<file path="src/rtl/mon_capture_fifo.sv">
// mon_capture_fifo: capture buffer in front of the monitor UART transmitter.
// Stores 18-bit snoop samples, presents the head over uart_req/uart_ack and
// counts samples dropped on overflow.
// Optional build macro MON_OVF_MARK_EN: after a drop, write the marker word
// 18'h3FFFF into the first free slot so the receiver sees where data was lost.
module mon_capture_fifo #(
  parameter int unsigned DEPTH_LOG2 = 4
) (
  input  logic                  clk,
  input  logic                  rst,
  input  logic                  cap_en,
  input  logic                  cap_vld,
  input  logic [17:0]           cap_dat,
  input  logic                  flush,
  output logic                  uart_req,
  input  logic                  uart_ack,
  output logic [17:0]           uart_dat,
  output logic [DEPTH_LOG2:0]   fifo_cnt,
  output logic                  ovf_flg,
  output logic [7:0]            ovf_cnt
);

  localparam int unsigned DEPTH = 2 ** DEPTH_LOG2;
  localparam int unsigned DW    = 18;
  localparam logic [DW-1:0]         MARK_WORD = 18'h3FFFF;
  localparam logic [DEPTH_LOG2-1:0] PTR_INC   = {{(DEPTH_LOG2-1){1'b0}}, 1'b1};
  localparam logic [DEPTH_LOG2:0]   CNT_INC   = {{DEPTH_LOG2{1'b0}}, 1'b1};
  localparam logic [DEPTH_LOG2:0]   FULL_CNT  = {1'b1, {DEPTH_LOG2{1'b0}}};

  logic [DW-1:0]         mem [DEPTH];
  logic [DEPTH_LOG2-1:0] wr_ptr;
  logic [DEPTH_LOG2-1:0] rd_ptr;
  logic [DEPTH_LOG2-1:0] rd_ptr_nxt;
  logic [DEPTH_LOG2:0]   cnt_nxt;
  logic [DW-1:0]         wr_dat;
  logic [DW-1:0]         head_nxt;
  logic                  pop;
  logic                  room;
  logic                  smp;
  logic                  push;
  logic                  drop;
  logic                  mark_wr;

`ifdef MON_OVF_MARK_EN
  logic                  mark_pend;
`endif

  // Push/pop/drop decode and next-state of occupancy and head word
  always_comb begin
    pop  = uart_ack & (fifo_cnt != '0);
    room = (fifo_cnt != FULL_CNT) | pop;
    smp  = cap_en & cap_vld;
`ifdef MON_OVF_MARK_EN
    mark_wr = room & mark_pend;
`else
    mark_wr = 1'b0;
`endif
    // a marker write takes the free slot, so a sample in that cycle is lost
    push   = mark_wr | (smp & room);
    drop   = smp & (~room | mark_wr);
    wr_dat = mark_wr ? MARK_WORD : cap_dat;

    rd_ptr_nxt = pop ? (rd_ptr + PTR_INC) : rd_ptr;

    case ({push, pop})
      2'b10:   cnt_nxt = fifo_cnt + CNT_INC;
      2'b01:   cnt_nxt = fifo_cnt - CNT_INC;
      default: cnt_nxt = fifo_cnt;
    endcase

    // wr_ptr can only meet the next read slot when the entry being written
    // becomes the head (push into empty, or push+pop leaving one entry)
    if (cnt_nxt == '0) begin
      head_nxt = '0;
    end else if (push && (wr_ptr == rd_ptr_nxt)) begin
      head_nxt = wr_dat;
    end else begin
      head_nxt = mem[rd_ptr_nxt];
    end
  end

  // Sample storage, not reset
  always_ff @(posedge clk) begin
    if (push && !flush) begin
      mem[wr_ptr] <= wr_dat;
    end
  end

  // Pointers, occupancy, registered head/request and overflow accounting
  always_ff @(posedge clk or posedge rst) begin
    if (rst) begin
      wr_ptr   <= '0;
      rd_ptr   <= '0;
      fifo_cnt <= '0;
      uart_req <= 1'b0;
      uart_dat <= '0;
      ovf_flg  <= 1'b0;
      ovf_cnt  <= '0;
    end else if (flush) begin
      wr_ptr   <= '0;
      rd_ptr   <= '0;
      fifo_cnt <= '0;
      uart_req <= 1'b0;
      uart_dat <= '0;
      ovf_flg  <= 1'b0;
      ovf_cnt  <= '0;
    end else begin
      if (push) begin
        wr_ptr <= wr_ptr + PTR_INC;
      end
      rd_ptr   <= rd_ptr_nxt;
      fifo_cnt <= cnt_nxt;
      uart_req <= (cnt_nxt != '0);
      uart_dat <= head_nxt;
      if (drop) begin
        ovf_flg <= 1'b1;
        if (ovf_cnt != 8'hFF) begin
          ovf_cnt <= ovf_cnt + 8'd1;
        end
      end
    end
  end

`ifdef MON_OVF_MARK_EN
  // Pending-marker flag: armed by a drop, cleared once the marker is stored
  always_ff @(posedge clk or posedge rst) begin
    if (rst) begin
      mark_pend <= 1'b0;
    end else if (flush || mark_wr) begin
      mark_pend <= 1'b0;
    end else if (drop) begin
      mark_pend <= 1'b1;
    end
  end
`endif

endmodule

</file>
<file path="config.mk">
export PLATFORM = sky130hd
export DESIGN_NAME = mon_capture_fifo
export DESIGN_NICKNAME = d
export VERILOG_FILES = /design/src/rtl/mon_capture_fifo.sv
export SDC_FILE = /design/constraint.sdc
export NUM_CORES = 1
export LEC_CHECK = 0
export ABC_AREA = 0
export ABC_CLOCK_PERIOD_IN_PS = 5800
export BUFFER_PORTS_ARGS = -buffer_cell sky130_fd_sc_hd__buf_2
export CAP_MARGIN = 20
export CORE_ASPECT_RATIO = 0.9
export CORE_UTILIZATION = 67
export CTS_BUF_LIST = sky130_fd_sc_hd__clkbuf_4 sky130_fd_sc_hd__clkbuf_8
export CTS_CLUSTER_DIAMETER = 40
export DETAILED_ROUTE_END_ITERATION = 16
export GPL_ROUTABILITY_DRIVEN = 0
export PLACE_DENSITY = 0.84
export SYNTH_ARGS = -nofsm -noshare
export SYNTH_HDL_FRONTEND = slang
export SYNTH_SLANG_ARGS = --single-unit
</file>
<file path="constraint.sdc">
create_clock -name clk -period 5.8 [get_ports clk]
set_clock_uncertainty 0.2 [all_clocks]
set_input_delay 0.87 -clock clk [delete_from_list [all_inputs] [get_ports clk]]
set_output_delay 0.87 -clock clk [all_outputs]
set_load 0.03 [all_outputs]
</file>
# After elaboration in Yosys (flattened, before gate mapping)
# Memory sizes are Yosys's and may differ from the RTL's.
# Cells that the tools add are included.
[word_totals] inputBits=24 wordCells=51 n_memories=1 regBits=41 ramBits=288
[mem_list] memory="mem" words=16 width=18 rd=1 rd_clocked_by_memory_dff=0 wr=1 line_no="30" text="logic [DW-1:0] mem [DEPTH];"
[op_classes] n_mux=17 n_eq_ne=5 n_reduce_logical=10 n_bitwise=6 addsub=5
[ops] op="$mux W18" n=3
[ops] op="$mux W8" n=3
[ops] op="$mux W4" n=4
[ops] op="$pmux W5 S2" n=1
[ops] op="$reduce_bool A5 Y1" n=2
[ops] op="$add A4 B1 Y4 const B" n=2
[ops] op="$add A8 B1 Y8 const B" n=1
[ops] op="$ne A8 B8 Y1 const B" n=1
[ops] op="$reduce_bool A2 Y1" n=3
[ops] op="$add A5 B1 Y5 const B" n=1
[ops] op="$logic_not A5 Y1" n=1
[ops] op="$mux W1" n=5
[ops] op="$mux W5" n=1
[ops] op="$ne A5 B5 Y1 const B" n=1
[ops] op="$sub A5 B1 Y5 const B" n=1
[ops] op="$and A1 B1 Y1" n=4
[ops] op="$eq A4 B4 Y1" n=1
[ops] op="$eq A2 B1 Y1 const B" n=1
[ops] op="$eq A2 B2 Y1 const B" n=1
[ops] op="$logic_and A1 B1 Y1" n=2
[ops] op="$reduce_and A2 Y1" n=1
[ops] op="$logic_not A1 Y1" n=1
[ops] op="$not A1 Y1" n=1
[ops] op="$or A1 B1 Y1" n=1

# Logic depth before layout (Yosys ltp)
[depth] word_depth=9 mapped_depth=13

# Worst setup path before layout
# No wires, ideal clock.
[synth_path] path_type="register -> register" from="register fifo_cnt[1]" to="register uart_dat[10]" arrival_ns=3.392 path_stages_with_launch=14 synth_period_minus_slack_ns=3.679 setup_slack_ns=2.121 required_ns=5.513 path_cell_list="dfrtp_1 or4_1 buf_2 o211ai_1 inv_1 ha_1 nor2b_1 o21a_1 or3_1 and3_1 a41o_1 buf_2 buf_4 a211oi_2"
[synth_between] elab_chain_cells=9 elab_cells_between_ends=18 classes_between="add/sub (2); eq/ne (4); mux (5); bitwise (3); reduce/logical (3); memory (1)"
[synth_lines] item="start, declared" line_no="18" text="output logic [DEPTH_LOG2:0] fifo_cnt,"
[synth_lines] item="start signal, assigned" line_no="112" text="fifo_cnt <= cnt_nxt;"
[synth_lines] item="$reduce_bool A5 Y1" line_no="50" text="pop = uart_ack & (fifo_cnt != '0);"
[synth_lines] item="$and A1 B1 Y1" line_no="50"
[synth_lines] item="$or A1 B1 Y1" line_no="51" text="room = (fifo_cnt != FULL_CNT) | pop;"
[synth_lines] item="$and A1 B1 Y1" line_no="59" text="push = mark_wr | (smp & room);"
[synth_lines] item="$eq A2 B1 Y1 / $eq A2 B2 Y1 (equally long branches)" line_no="65" text="case ({push, pop})"
[synth_lines] item="$pmux W5 S2" line_no="65"
[synth_lines] item="$logic_not A5 Y1" line_no="73" text="if (cnt_nxt == '0) begin"
[synth_lines] item="$mux W18 *" line_no="73"
[synth_lines] item="$mux W18 *" line_no="99" text="end else if (flush) begin"
[synth_lines] item="end signal, assigned" line_no="114" text="uart_dat <= head_nxt;"
[synth_lines] item="end, declared" line_no="17" text="output logic [17:0] uart_dat,"
# Mark *: on every way between the ends. The rest lies on a longest branch, timed or not.
# A chain may end at the register's enable or synchronous reset.

# Final worst setup path
[layout_path] from="register fifo_cnt[1]" to="register uart_dat[0]"
# The elaborated chain is that of the path after synthesis.

==> run_results.csv <==
group,metric,value,unit
grt,grt_use_total,32.92,%
worst_setup_path,start_kind,"register",
yosys,syn_nets,919,
placement,hpwlAfterDp,22.18,mm
sta,tightest_slew,1.301,ns
worst_setup_path,end_kind,"register",
sta,fin_crit_sh,75.13,%
finish,syn_to_final_growth,11.82,%
worst_setup_path,cp.required,5.99,ns
grt,grt_max_degree,67,
sta,rsz0062_at_grt,"no",
yosys,synth-xor-area-share,1.137,%
grt,overflow,0,
placement,port_buffers,56,
worst_setup_path,worstPathArrival,4.55,ns
drt,dr.pass1.iters,5,
cts,cts_sinks,329,
floorplanning,die_w,163.0,um
yosys,muxShareOfSynthArea,24.60,%
grt,grt_antenna_before_repair,1,
finish,final_common_cell,"edfxtp_1",
floorplanning,dieArea,23940,um^2
grt,grt_pass1_wl,56.68,mm
yosys,netlist_area,15630,um^2
placement,place_ws,1.586,ns
yosys,yosys.area_share.simple,4.468,%
sta,finalCriticalPeriod,4.358,ns
yosys,synth_top_family_by_area,"multiplexers",
drt,via_per_inst,7.130,
drt,vias,9290,
drt,drtIter0Drc,1022,
finish,drive_gt1_share,34.73,%
cts,clk_pin_slew,0.07,ns
yosys,async_reset_ff_share,12.46,%
cts,tritoncts,"built",
yosys,synth.avg_cell_area,17.66,um^2
yosys,synth_top_area_share,55.34,%
worst_setup_path,crit_fanout,19,
cts,cts_setup_buffers,0,
pwr,total_power,0.007369,W
drt,wl_per_cell,28.85,um
sta,whs,0.3201,ns
cts,cts_root_buf,"clkbuf_8",
job,drv_cap,0,
sta,slew_headroom,13.26,%
floorplanning,coreArea,22710,um^2
outcome,status,"complete, no violations",
yosys,ys.warnings.count,0,
yosys,synth-seq-cells,329,
cts,hold_buffers,0,
yosys,synth_fa_ha_area_share,0.8487,%
worst_setup_path,cp-startpoint,"fifo_cnt[1]$_DFF_PP0_",
yosys,yosysTopAreaCell,"edfxtp_1",
pwr,ir_drop,333.3,uV
sta,slew_viol_final,0,
drt,wl,37.59,mm
sta,setup_tns,0,ns
floorplanning,pin_count,57,
sta,fmax,229.5,MHz
worst_setup_path,r2r_start,"fifo_cnt[1]$_DFF_PP0_",
floorplanning,die_h,146.9,um
yosys,synth_compound_area_share,4.548,%
floorplanning,row_count,52,
sta,hold_viol,0,
cts,cts_buffers,51,
yosys,ys.flop_type,"edfxtp_1",
sta,setup_violations,0,
drt,ant_nets,0,
cts,cts_resized,0,
grt,grt_pass1_vias,9670,
yosys,seq_area_frac_synth,61.91,%
finish,final_cell_mix,"edfxtp_1, mux4_2, mux2i_1",
worst_setup_path,critical_path_class,"reg -> reg",
finish,postLayoutCellArea,17470,um^2
yosys,synthCells,885,
yosys,ys_types,56,
cts,cts_buffer_depth,3,
finish,final_net_count,996,
floorplanning,initial_core_util,68.82,%
yosys,synth_edf_count,288,
pwr,power.density,421.7,nW/um^2
sta,fin_ws,1.442,ns
placement,post_dp_cell_area,16300,um^2
pwr,p_leak,6.078,nW
hold_path,hp-class,"in -> async",
cts,insertion_delay,0.59,ns
yosys,synth_area_leaders,"edfxtp_1, mux4_2, dfrtp_1",
drt,drc_errors,0,
cts,h-tree-depth,2,
flip-flops by register name, indices dropped and copies added (netlist names):
| signal | count |
|---|---|
| uart_req | 1 |
| rd_ptr | 4 |
| mem | 288 |
| uart_dat | 18 |
| ovf_cnt | 8 |
| ovf_flg | 1 |
| wr_ptr | 4 |
| fifo_cnt | 5 |
worst max-delay path, stage by stage, from the launching register on:
cell and delay (ns):
dfrtp_1 0.46, or4_1 0.72, o211ai_1 0.35, inv_1 0.15
ha_1 0.34, nor2b_1 0.16, o21a_1 0.19, o311ai_0 0.28
and3_1 0.24, a41o_1 0.96, a211oi_1 0.12
cells by family (layout without fill, tap and decap cells):
logic type,after synthesis,in the layout
compound gates,95,95
xor+xnor,17,17
fa+ha+maj,10,10
buf+inv,91,211
flops,329,329
mux,204,204
other cells,0,1
simple gates,139,139
per-stage QoR:
stage                     utilization [%]  cells
final                               76.96   1303
after global routing                76.96   1303
after CTS                           76.95   1302
after detailed placement            71.79   1206
after global placement              71.79   1206
after floorplan                         -    885
area by class of cell:
| class | instances | area, um^2 |
|---|---|---|
| Multi-Input combinational cell | 465 | 5637 |
| Fill cell | 1186 | 5233 |
| Clock buffer | 60 | 800.8 |
| Sequential cell | 329 | 9682 |
| Timing Repair Buffer | 85 | 498.0 |
| Clock inverter | 36 | 370.4 |
| Tap cell | 297 | 371.6 |
| Inverter | 30 | 112.6 |
| Antenna cell | 1 | 2.502 |
synthesized netlist by cell type, types with 2 or more instances:
library cell and number:
a211oi_1 13, a211oi_2 10, a21oi_1 9, a32oi_1 2
and3_1 2, buf_1 14, buf_2 12, buf_4 5
buf_6 2, clkbuf_1 28, dfrtp_1 41, edfxtp_1 288
ha_1 9, inv_1 27, inv_2 2, mux2i_1 60
mux4_2 144, nand2_1 14, nand2b_1 5, nand3_1 3
nand4_1 5, nor2_1 37, nor2b_1 19, nor3_1 42
o21ai_0 4, o21ai_1 2, o221ai_1 3, o22ai_1 39
o311ai_0 2, or2_2 2, or3_1 3, xnor2_1 8
xor2_1 6
worst paths after layout:
| path | end | slack (ns) | cells after the start |
|---|---|---|---|
| worst max-delay path | uart_dat[0]$_DFF_PP0_ | 1.44 | 10 |
| worst min-delay path | uart_dat[3]$_DFF_PP0_ | 0.32 | 2 |
| worst max register to register | uart_dat[0]$_DFF_PP0_ | 1.44 | 10 |
| worst min register to register | ovf_flg$_DFFE_PP0P_ | 0.32 | 2 |
| max in group asynchronous | rd_ptr[1]$_DFF_PP0_ | 4.34 | 2 |
| min in group clk | ovf_flg$_DFFE_PP0P_ | 0.32 | 2 |
per-layer routing:
layer,wire [um],global-route usage [%],share of wire [%]
met5,0,0,0
met4,1731,16.82,4.6
met3,4041,7.058,11
met2,18660,52.98,50
met1,13160,42.96,35
power breakdown:
part / switching (W) / internal, W
registers: 0.000117 / 0.00265
logic: 0.00125 / 0.00116
clock network: 0.000920 / 0.00128
No activity file was read; power rests on OpenSTA's default activity.
